--- config.mk ---
export PLATFORM = sky130hd
export DESIGN_NAME = bp_be_irf_wr_arbiter
export DESIGN_NICKNAME = d
export VERILOG_FILES = /design/src/rtl/bp_be_irf_wr_arbiter.sv
export SDC_FILE = /design/constraint.sdc
export NUM_CORES = 1
export LEC_CHECK = 0
export BUFFER_PORTS_ARGS = -buffer_cell sky130_fd_sc_hd__buf_4
export CAP_MARGIN = 20
export CELL_PAD_IN_SITES_DETAIL_PLACEMENT = 1
export CELL_PAD_IN_SITES_GLOBAL_PLACEMENT = 1
export CORE_MARGIN = 5
export CORE_UTILIZATION = 37
export CTS_CLUSTER_SIZE = 40
export DETAILED_ROUTE_END_ITERATION = 10
export HOLD_SLACK_MARGIN = 0.08
export MAX_ROUTING_LAYER = met4
export PLACE_DENSITY_LB_ADDON = 0.1
export SLEW_MARGIN = 20
export SYNTH_ARGS = -nofsm -noshare
export SYNTH_HDL_FRONTEND = slang
export SYNTH_SLANG_ARGS = --single-unit
--- constraint.sdc ---
create_clock -name clk_i -period 6.65 [get_ports clk_i]
set_input_delay 0 -clock clk_i [delete_from_list [all_inputs] [get_ports clk_i]]
set_output_delay 0 -clock clk_i [all_outputs]
set_load 0.01 [all_outputs]
--- src/rtl/bp_be_irf_wr_arbiter.sv ---
`default_nettype none
// ============================================================================
// Module      : bp_be_irf_wr_arbiter
// Description : Integer regfile write-port arbiter. Scrubs every register to
//               zero after reset, then shares the single write port between
//               the pipeline writeback, a small buffer of long-latency
//               results, and config-bus debug writes.
// Revision    : 1.0 - initial release
// ============================================================================
module bp_be_irf_wr_arbiter #(
  parameter int dword_width_p    = 64,
  parameter int reg_addr_width_p = 5,
  parameter int ll_fifo_els_p    = 2,
  parameter int starve_limit_p   = 8
) (
  input  logic                              clk_i,
  input  logic                              reset_n_i,

  input  logic                              wb_v_i,
  input  logic [reg_addr_width_p-1:0]       wb_addr_i,
  input  logic [dword_width_p-1:0]          wb_data_i,

  input  logic                              ll_v_i,
  output logic                              ll_ready_o,
  input  logic [reg_addr_width_p-1:0]       ll_addr_i,
  input  logic [dword_width_p-1:0]          ll_data_i,

  input  logic                              cfg_w_v_i,
  input  logic [reg_addr_width_p-1:0]       cfg_addr_i,
  input  logic [dword_width_p-1:0]          cfg_data_i,
  output logic                              cfg_w_yumi_o,

  output logic                              wb_stall_o,

  output logic                              rd_w_v_o,
  output logic [reg_addr_width_p-1:0]       rd_addr_o,
  output logic [dword_width_p-1:0]          rd_data_o,

  output logic [(1<<reg_addr_width_p)-1:0]  ll_pending_o,
  output logic                              init_done_o
);

  localparam int c_num_regs = 1 << reg_addr_width_p;
  // Buffer depth is limited to 2..4, so pointer and occupancy widths are small
  localparam int c_ptr_w = (ll_fifo_els_p > 2) ? 2 : 1;
  localparam int c_cnt_w = (ll_fifo_els_p > 3) ? 3 : 2;

  localparam logic [c_ptr_w-1:0]          c_last_ptr     = c_ptr_w'(ll_fifo_els_p - 1);
  localparam logic [c_ptr_w-1:0]          c_ptr_one      = c_ptr_w'(1);
  localparam logic [c_cnt_w-1:0]          c_full_cnt     = c_cnt_w'(ll_fifo_els_p);
  localparam logic [c_cnt_w-1:0]          c_cnt_one      = c_cnt_w'(1);
  localparam logic [3:0]                  c_starve_limit = 4'(starve_limit_p);
  localparam logic [reg_addr_width_p-1:0] c_last_idx     = '1;
  localparam logic [reg_addr_width_p-1:0] c_idx_one      = reg_addr_width_p'(1);

  typedef enum logic [1:0] {
    e_reset = 2'd0,
    e_clear = 2'd1,
    e_run   = 2'd2
  } state_e;

  state_e                         r_state;
  state_e                         w_state_next;
  logic [reg_addr_width_p-1:0]    r_idx;

  logic [reg_addr_width_p-1:0]    r_addr_mem [ll_fifo_els_p];
  logic [dword_width_p-1:0]       r_data_mem [ll_fifo_els_p];
  logic [ll_fifo_els_p-1:0]       r_valid;
  logic [c_ptr_w-1:0]             r_rd_ptr;
  logic [c_ptr_w-1:0]             r_wr_ptr;
  logic [c_cnt_w-1:0]             r_count;

  logic [3:0]                     r_starve;
  logic [3:0]                     w_starve_next;
  logic                           r_stall;

  logic                           w_run;
  logic                           w_empty;
  logic                           w_full;
  logic                           w_enq;
  logic                           w_grant_wb;
  logic                           w_grant_ll;
  logic                           w_grant_cfg;
  logic [reg_addr_width_p-1:0]    w_sel_addr;
  logic [dword_width_p-1:0]       w_sel_data;
  logic [c_num_regs-1:0]          w_pending;

  assign w_run       = (r_state == e_run);
  assign w_empty     = (r_count == '0);
  assign w_full      = (r_count == c_full_cnt);
  assign ll_ready_o  = w_run & ~w_full;
  assign w_enq       = ll_v_i & ll_ready_o;
  assign init_done_o = w_run;
  assign wb_stall_o  = r_stall;

  // State register; low reset pulls back to e_reset from anywhere
  always_ff @(posedge clk_i) begin
    if (!reset_n_i) begin
      r_state <= e_reset;
    end else begin
      r_state <= w_state_next;
    end
  end

  // Next state: one idle cycle after reset, scrub every address, then run
  always_comb begin
    w_state_next = r_state;
    case (r_state)
      e_reset: w_state_next = e_clear;
      e_clear: if (r_idx == c_last_idx) w_state_next = e_run;
      e_run:   w_state_next = e_run;
      default: w_state_next = e_reset;
    endcase
  end

  // Scrub index walks every register while clearing, idles at zero otherwise
  always_ff @(posedge clk_i) begin
    if (!reset_n_i) begin
      r_idx <= '0;
    end else if (r_state == e_clear) begin
      r_idx <= r_idx + c_idx_one;
    end else begin
      r_idx <= '0;
    end
  end

  // Port arbitration: stalled head, then writeback, then buffer, then config
  always_comb begin
    w_grant_wb   = 1'b0;
    w_grant_ll   = 1'b0;
    w_grant_cfg  = 1'b0;
    w_sel_addr   = '0;
    w_sel_data   = '0;
    rd_w_v_o     = 1'b0;
    rd_addr_o    = '0;
    rd_data_o    = '0;
    cfg_w_yumi_o = 1'b0;
    case (r_state)
      e_clear: begin
        rd_w_v_o  = 1'b1;
        rd_addr_o = r_idx;
      end
      e_run: begin
        if (r_stall && !w_empty)  w_grant_ll  = 1'b1;
        else if (wb_v_i)          w_grant_wb  = 1'b1;
        else if (!w_empty)        w_grant_ll  = 1'b1;
        else if (cfg_w_v_i)       w_grant_cfg = 1'b1;

        if (w_grant_ll) begin
          w_sel_addr = r_addr_mem[r_rd_ptr];
          w_sel_data = r_data_mem[r_rd_ptr];
        end else if (w_grant_wb) begin
          w_sel_addr = wb_addr_i;
          w_sel_data = wb_data_i;
        end else if (w_grant_cfg) begin
          w_sel_addr = cfg_addr_i;
          w_sel_data = cfg_data_i;
        end

        // x0 is hardwired: the request is consumed but nothing is written
        rd_w_v_o     = (w_grant_wb | w_grant_ll | w_grant_cfg) & (w_sel_addr != '0);
        rd_addr_o    = w_sel_addr;
        rd_data_o    = w_sel_data;
        cfg_w_yumi_o = w_grant_cfg;
      end
      default: ;
    endcase
  end

  // Buffer payload storage; only slots marked valid are ever read
  always_ff @(posedge clk_i) begin
    if (w_enq) begin
      r_addr_mem[r_wr_ptr] <= ll_addr_i;
      r_data_mem[r_wr_ptr] <= ll_data_i;
    end
  end

  // Buffer pointers, occupancy and per-slot valid bits
  always_ff @(posedge clk_i) begin
    if (!reset_n_i) begin
      r_rd_ptr <= '0;
      r_wr_ptr <= '0;
      r_count  <= '0;
      r_valid  <= '0;
    end else begin
      if (w_enq) begin
        r_wr_ptr          <= (r_wr_ptr == c_last_ptr) ? '0 : r_wr_ptr + c_ptr_one;
        r_valid[r_wr_ptr] <= 1'b1;
      end
      if (w_grant_ll) begin
        r_rd_ptr          <= (r_rd_ptr == c_last_ptr) ? '0 : r_rd_ptr + c_ptr_one;
        r_valid[r_rd_ptr] <= 1'b0;
      end
      case ({w_enq, w_grant_ll})
        2'b10:   r_count <= r_count + c_cnt_one;
        2'b01:   r_count <= r_count - c_cnt_one;
        default: ;
      endcase
    end
  end

  // Pending-register vector decoded from the registered buffer contents
  always_comb begin
    w_pending = '0;
    for (int i = 0; i < ll_fifo_els_p; i++) begin
      if (r_valid[i]) w_pending[r_addr_mem[i]] = 1'b1;
    end
  end
  assign ll_pending_o = w_pending;

  // Starvation count: cycles the head waits; cleared by a head grant or empty
  always_comb begin
    w_starve_next = r_starve;
    if (w_empty || w_grant_ll) begin
      w_starve_next = 4'd0;
    end else if (r_starve != 4'hF) begin
      w_starve_next = r_starve + 4'd1;
    end
  end

  // Stall raised the cycle after the count reaches the limit, dropped on grant
  always_ff @(posedge clk_i) begin
    if (!reset_n_i) begin
      r_starve <= 4'd0;
      r_stall  <= 1'b0;
    end else begin
      r_starve <= w_starve_next;
      r_stall  <= (w_starve_next >= c_starve_limit);
    end
  end

  // Upstream protocol checks: no writeback during scrub or while stalled
  always_ff @(posedge clk_i) begin
    if (reset_n_i) begin
      assert (!((r_state == e_clear) && wb_v_i));
      assert (!(r_stall && wb_v_i));
    end
  end

endmodule
`default_nettype wire

After elaboration in Yosys (flattened, before gate mapping):

Memories as Yosys holds them, arrays and structs flattened. A register that Yosys moved wholly into a read port is not among the register bits.
Index checks and enable logic that the tools add are counted.

* div/mod/pow operators: 0
* shift operators: 0
* $mul: 0
* bitwise logic cells: 10
* eq/ne operators: 8
* muxes and demuxes: 50
* order comparisons: 9
* $add $sub $neg: 6
* reduce and logical (&&, ||, !) cells: 12

Operators with widths (count)
* $mux 64: 4
* $mux 32: 2
* $or 32x32->32: 1
* $mux 1: 26
* $mux 5: 4
* $lt 5x6->1 const B: 2
* $demux 1 s5: 2
* $ge 5x1->1 const B: 2
* $pmux 5 s2: 1
* $mux 2: 4
* $mux 4: 2
* $eq 2x2->1 const B: 3
* $pmux 2 s3: 1
* $add 5x1->5 const B: 1
* $eq 5x5->1 const B: 1
* $logic_and 1x1->1: 5
* $reduce_bool 5->1: 1
* $add 4x1->4 const B: 1
* $eq 2x1->1 const B: 2
* $ge 4x4->1 const B: 1
* $logic_not 2->1: 2
* $lt 1x2->1 const B: 2
* $ne 4x4->1 const B: 1
* $pmux 2 s2: 1
* 17 further kinds: 23

* bits of input ports: 212
* memory bits (read-only): 0
* latch bits: 0
* RAM bits: 138
* word-level logic and storage cells: 105
* register bits: 18
* memories: 2

Memory list
* r_data_mem: words 2, width 64, rd ports 1, clocked after Yosys merged registers in 1, write ports 1, line 67 `logic [dword_width_p-1:0] r_data_mem [ll_fifo_els_p];`
* r_addr_mem: words 2, width 5, rd ports 3, clocked after Yosys merged registers in 1, write ports 1, line 66 `logic [reg_addr_width_p-1:0] r_addr_mem [ll_fifo_els_p];`

Longest topological paths before layout:

* depth in word-level cells: 12
* mapped depth: 10
* mapped depth without buffers: 9

Worst setup path before layout:

No wires, ideal clock.

* kind: register to register
* from: register r_state[0]
* to: register r_valid[0]
* buffers on the path: 1
* data required time: 6.578 ns
* stages on the path, launching flop included: 9
* arrival time: 4.920 ns
* slack: 1.658 ns
* cell sequence: dfxtp_1 > inv_1 > ha_1 > clkbuf_1 > inv_1 > a21oi_1 > nand2_1 > nor2_1 > o221a_2

* cells in the longest elaborated chain, start to end: 7
* elaborated cells on any way between the ends: 8
* classes of those cells: eq/ne (1); mux (4); bitwise (3)

Ends and longest elaborated chain
* start, declared: line 62 `state_e r_state;`
* start signal, assigned: line 99 `r_state <= e_reset;`
* start signal, assigned: line 101 `r_state <= w_state_next;`
* $eq 2x2->1 (*): line 88 `assign w_run = (r_state == e_run);`
* via init_done_o: line 40 `output logic init_done_o`
* $and 1x1->1 (*): line 91 `assign ll_ready_o = w_run & ~w_full;`
* via ll_ready_o: line 24 `output logic ll_ready_o,`
* $and 1x1->1 (*): line 92 `assign w_enq = ll_v_i & ll_ready_o;`
* $mux 2 (*): line 186 `if (w_enq) begin`
* $mux 2 (*): line 180 `if (!reset_n_i) begin`
* $and 2x2->2 (no line)
* $mux 2 (*): line 190 `if (w_grant_ll) begin`
* end signal, assigned: line 184 `r_valid <= '0;`
* end signal, assigned by index: line 188 `r_valid[r_wr_ptr] <= 1'b1;`
* end signal, assigned by index: line 192 `r_valid[r_rd_ptr] <= 1'b0;`
* end, declared: line 68 `logic [ll_fifo_els_p-1:0] r_valid;`

The timed path passes the listed nets; every way through them passes the cells marked *. The select of a mux whose other input is x is not followed.
A chain may end at the register's enable or synchronous reset.

==> impl_metrics.ini <==
[run_status]
outcome = finished clean

[setup_path]
worst_setup_path_start_kind = flip-flop
crit_chain = buf_4 -> mux2i_1 -> nor3_1 -> a221o_1 -> nor4_1 -> a31oi_1 -> buf_4
crit_family = buffers and inverters
crit_type = reg -> out
crit_top_cell = buf_4
worst_ep_required_time_ns = 6.65
end_kind = output port
cpPeakStageDelay_ns = 0.67
rrSetupSlack_ns = 3.83
rr_worst_depth = 8
crit_fanout = 42
rr_startpoint = r_state[0]
crit_buf_inv = 2
worstPathArrival_ns = 3.09
reg2reg_to = r_data_mem[0][30]
critPathSlowestCell = dfxtp_4

[drt]
vias = 6672
drt_pass1_iterations = 4
drt_iter0_markers = 294
via_per_inst = 5.28
wl_per_cell_um = 20.1
ant_nets = 0
wirelength_um = 25400
drc = 0

[timing]
fin_crit_ns = 3.09
finalClockSkew_ns = 0.0102
worst_slew_pin_slew_ns = 1.03
fin_crit_sh = 0.464
finalSetupTns_ns = 0
finalMaxSlewViolations = 0
slew_headroom = 0.311
rsz0062_at_grt = no
final-setup-viol-count = 0
final-hold-violation-count = 0
fmax_ghz = 0.324

[cts]
tritoncts = done
root_buffer = clkbuf_16
cts_setup_buffers = 0
numCtsBuffers = 17
cts_buffer_depth = 2
clk-insertion-delay-late_ns = 0.43
path_clk_slew_ns = 0.06
htreeDepth = 4
cts.sink_count = 157

[global_route]
grt_overflow = 0
gr-usage-met2 = 0.399
grt_pass1_vias = 7581
antenna_found_initial = 0
grt_use_total = 0.220
grt_max_degree = 71
met1_usage = 0.248
grt_first_pass_wirelength_um = 40100
grt_util_met3 = 0.0403
grt.busiest_layer = met2

[cells_and_area]
diodes = 0
seqCellArea_um2 = 4530
area_growth_pct = 52.4
layout_common_cells = buf_4, edfxtp_1, nor2_1
drive_above_1_share = 0.372
fin_util = 0.569
nFillCells = 2103
multiInputGateArea_um2 = 2760
nets = 1199
final_common_cell = buf_4

[power]
cellPowerDensity_nw_per_um2 = 248
ir_worst_vdd_mv = 0.180
leakagePower_nw = 4.33

[placement]
dp_hpwl_um = 18000
gp_congestion = 0.852
io_buffers = 317

[yosys]
synth_xor_area_frac = 0.00701
synthDistinctLibCells = 42
synth.cell_area_um2 = 7500
yosys.area_share.simple = 0.114
syn_nets = 835
postSynthAreaPerCell_um2 = 12.2
ys.flop_type = edfxtp_1
yosys_warnings = 0
synth_adder_area_share = 0.0117
ys_ff_latch = 157
yosysTopAreaCell = edfxtp_1
ys_seq_area_frac = 0.603
synth-compound-area-share = 0.135
netlist_top_cells_area = edfxtp_1, mux2i_1, a221oi_1, nor2_1, dfxtp_1
synth.area.mux_share = 0.0961
synth_top_family_by_area = compound AO/OA/AOI/OAI gates
syn_inst = 616
synth_top_area_share = 0.553
synthArstFlopShare = 0
synth-edff-count = 138

[worst_hold_path]
hp-class = in -> reg
hold_path_depth = 3
hold_end = r_data_mem[0][6]
worstHoldStart = ll_v_i

[die]
coreArea_um2 = 20100
die-area_um2 = 23200
num_io_pins = 318
row_count = 52
start_util = 0.373
die_x_um = 152
die-height_um = 152

[job]
max_cap_viol_count = 0
==> kinds of logic (layout without fill, tap and decap cells) <==
group	after synthesis	in the layout
multiplexers	72	72
buffers and inverters	56	433
AND/OR/NAND/NOR	190	190
AO/OA/AOI/OAI	128	128
XOR/XNOR	6	6
flip-flops	157	157
adder cells (fa/ha/maj)	7	7
==> layout make-up <==
type                    instances  share of cell area
flip-flops and latches        157               0.396
inverters                       7             0.00230
clock buffers                  20              0.0391
well taps                     270              0.0296
repair buffers                394               0.275
multi-input cells             403               0.242
clock inverters                12              0.0163
==> flip-flops by register name, summed over array words and instances (netlist names), 2 cells and up, named ones only <==
signal      cells
r_starve        4
r_idx           5
r_count         2
r_addr_mem     10
r_valid         2
r_data_mem    128
r_state         2
==> routing by layer <==
| layer | share of wire | vias to the layer above | routed length (µm) |
|---|---|---|---|
| li1 | - | 3129 | - |
| met1 | 0.40 | 3284 | 10100 |
| met2 | 0.54 | 225 | 13700 |
| met3 | 0.047 | 34 | 1180 |
| met4 | 0.019 | 0 | 477 |
| met5 | 0 | - | 0 |
==> cells in the mapped netlist (2+ instances only) <==
cell type    n
inv_1        6
or3b_2       5
a221o_1      4
nor2b_1      8
and3_1       4
o22ai_1     32
xnor2_1      5
nand2_1     11
clkbuf_1    26
a211oi_1    10
a22oi_1      3
nand3_1      9
a221oi_1    65
ha_1         7
edfxtp_1   138
mux2i_1     72
a32oi_1      2
a31oi_1      2
and2_1       5
buf_2       22
o21ai_0      2
nor3_1       3
nand3b_1    10
nor2_1     127
dfxtp_1     19
or3_1        3
==> stage by stage <==
step	instances	hold slack, ns	setup WS (ns)	cell area [µm²]	power [W]
floorplan	616	0.0989	1.66	7500	0.00150
global placement	1160	0.186	3.64	10100	0.00175
detailed placement	1160	0.189	3.40	10100	0.00178
CTS	1262	0.188	3.40	11400	0.00286
global route	1263	0.163	3.36	11400	0.00296
finish	1263	0.150	3.56	11400	0.00284
==> worst max-delay path by stage <==
stage	startpoint	slack [ns]	endpoint	depth (start not counted)
floorplan	r_state[0]	1.66	r_valid[0]	8
global placement	r_state[0]	3.64	r_data_mem[0][39]	7
detailed placement	r_state[0]	3.40	r_data_mem[0][17]	7
CTS	r_state[0]	3.40	r_data_mem[0][52]	7
global route	flip-flop	3.36	rd_w_v_o	7
finish	flip-flop	3.56	rd_w_v_o	7
==> report_power, final <==
| group | internal, W | total, W | switching (W) |
|---|---|---|---|
| clock network | 0.000644 | 0.00104 | 0.000394 |
| registers | 0.00115 | 0.00119 | 0.0000378 |
| logic | 0.000289 | 0.000609 | 0.000320 |
==> tightest hold or removal path, cell delays in order <==
cell	delay, ns
buf_4	0.12
nand2_1	0.14
nor2_4	0.12
==> timing repair <==
action / CTS / global route
hold endpoints to repair: 157 / 0
gates resized for setup: 0 / 0
hold buffers: 70 / 0
No activity file was read; power rests on OpenSTA's default activity.
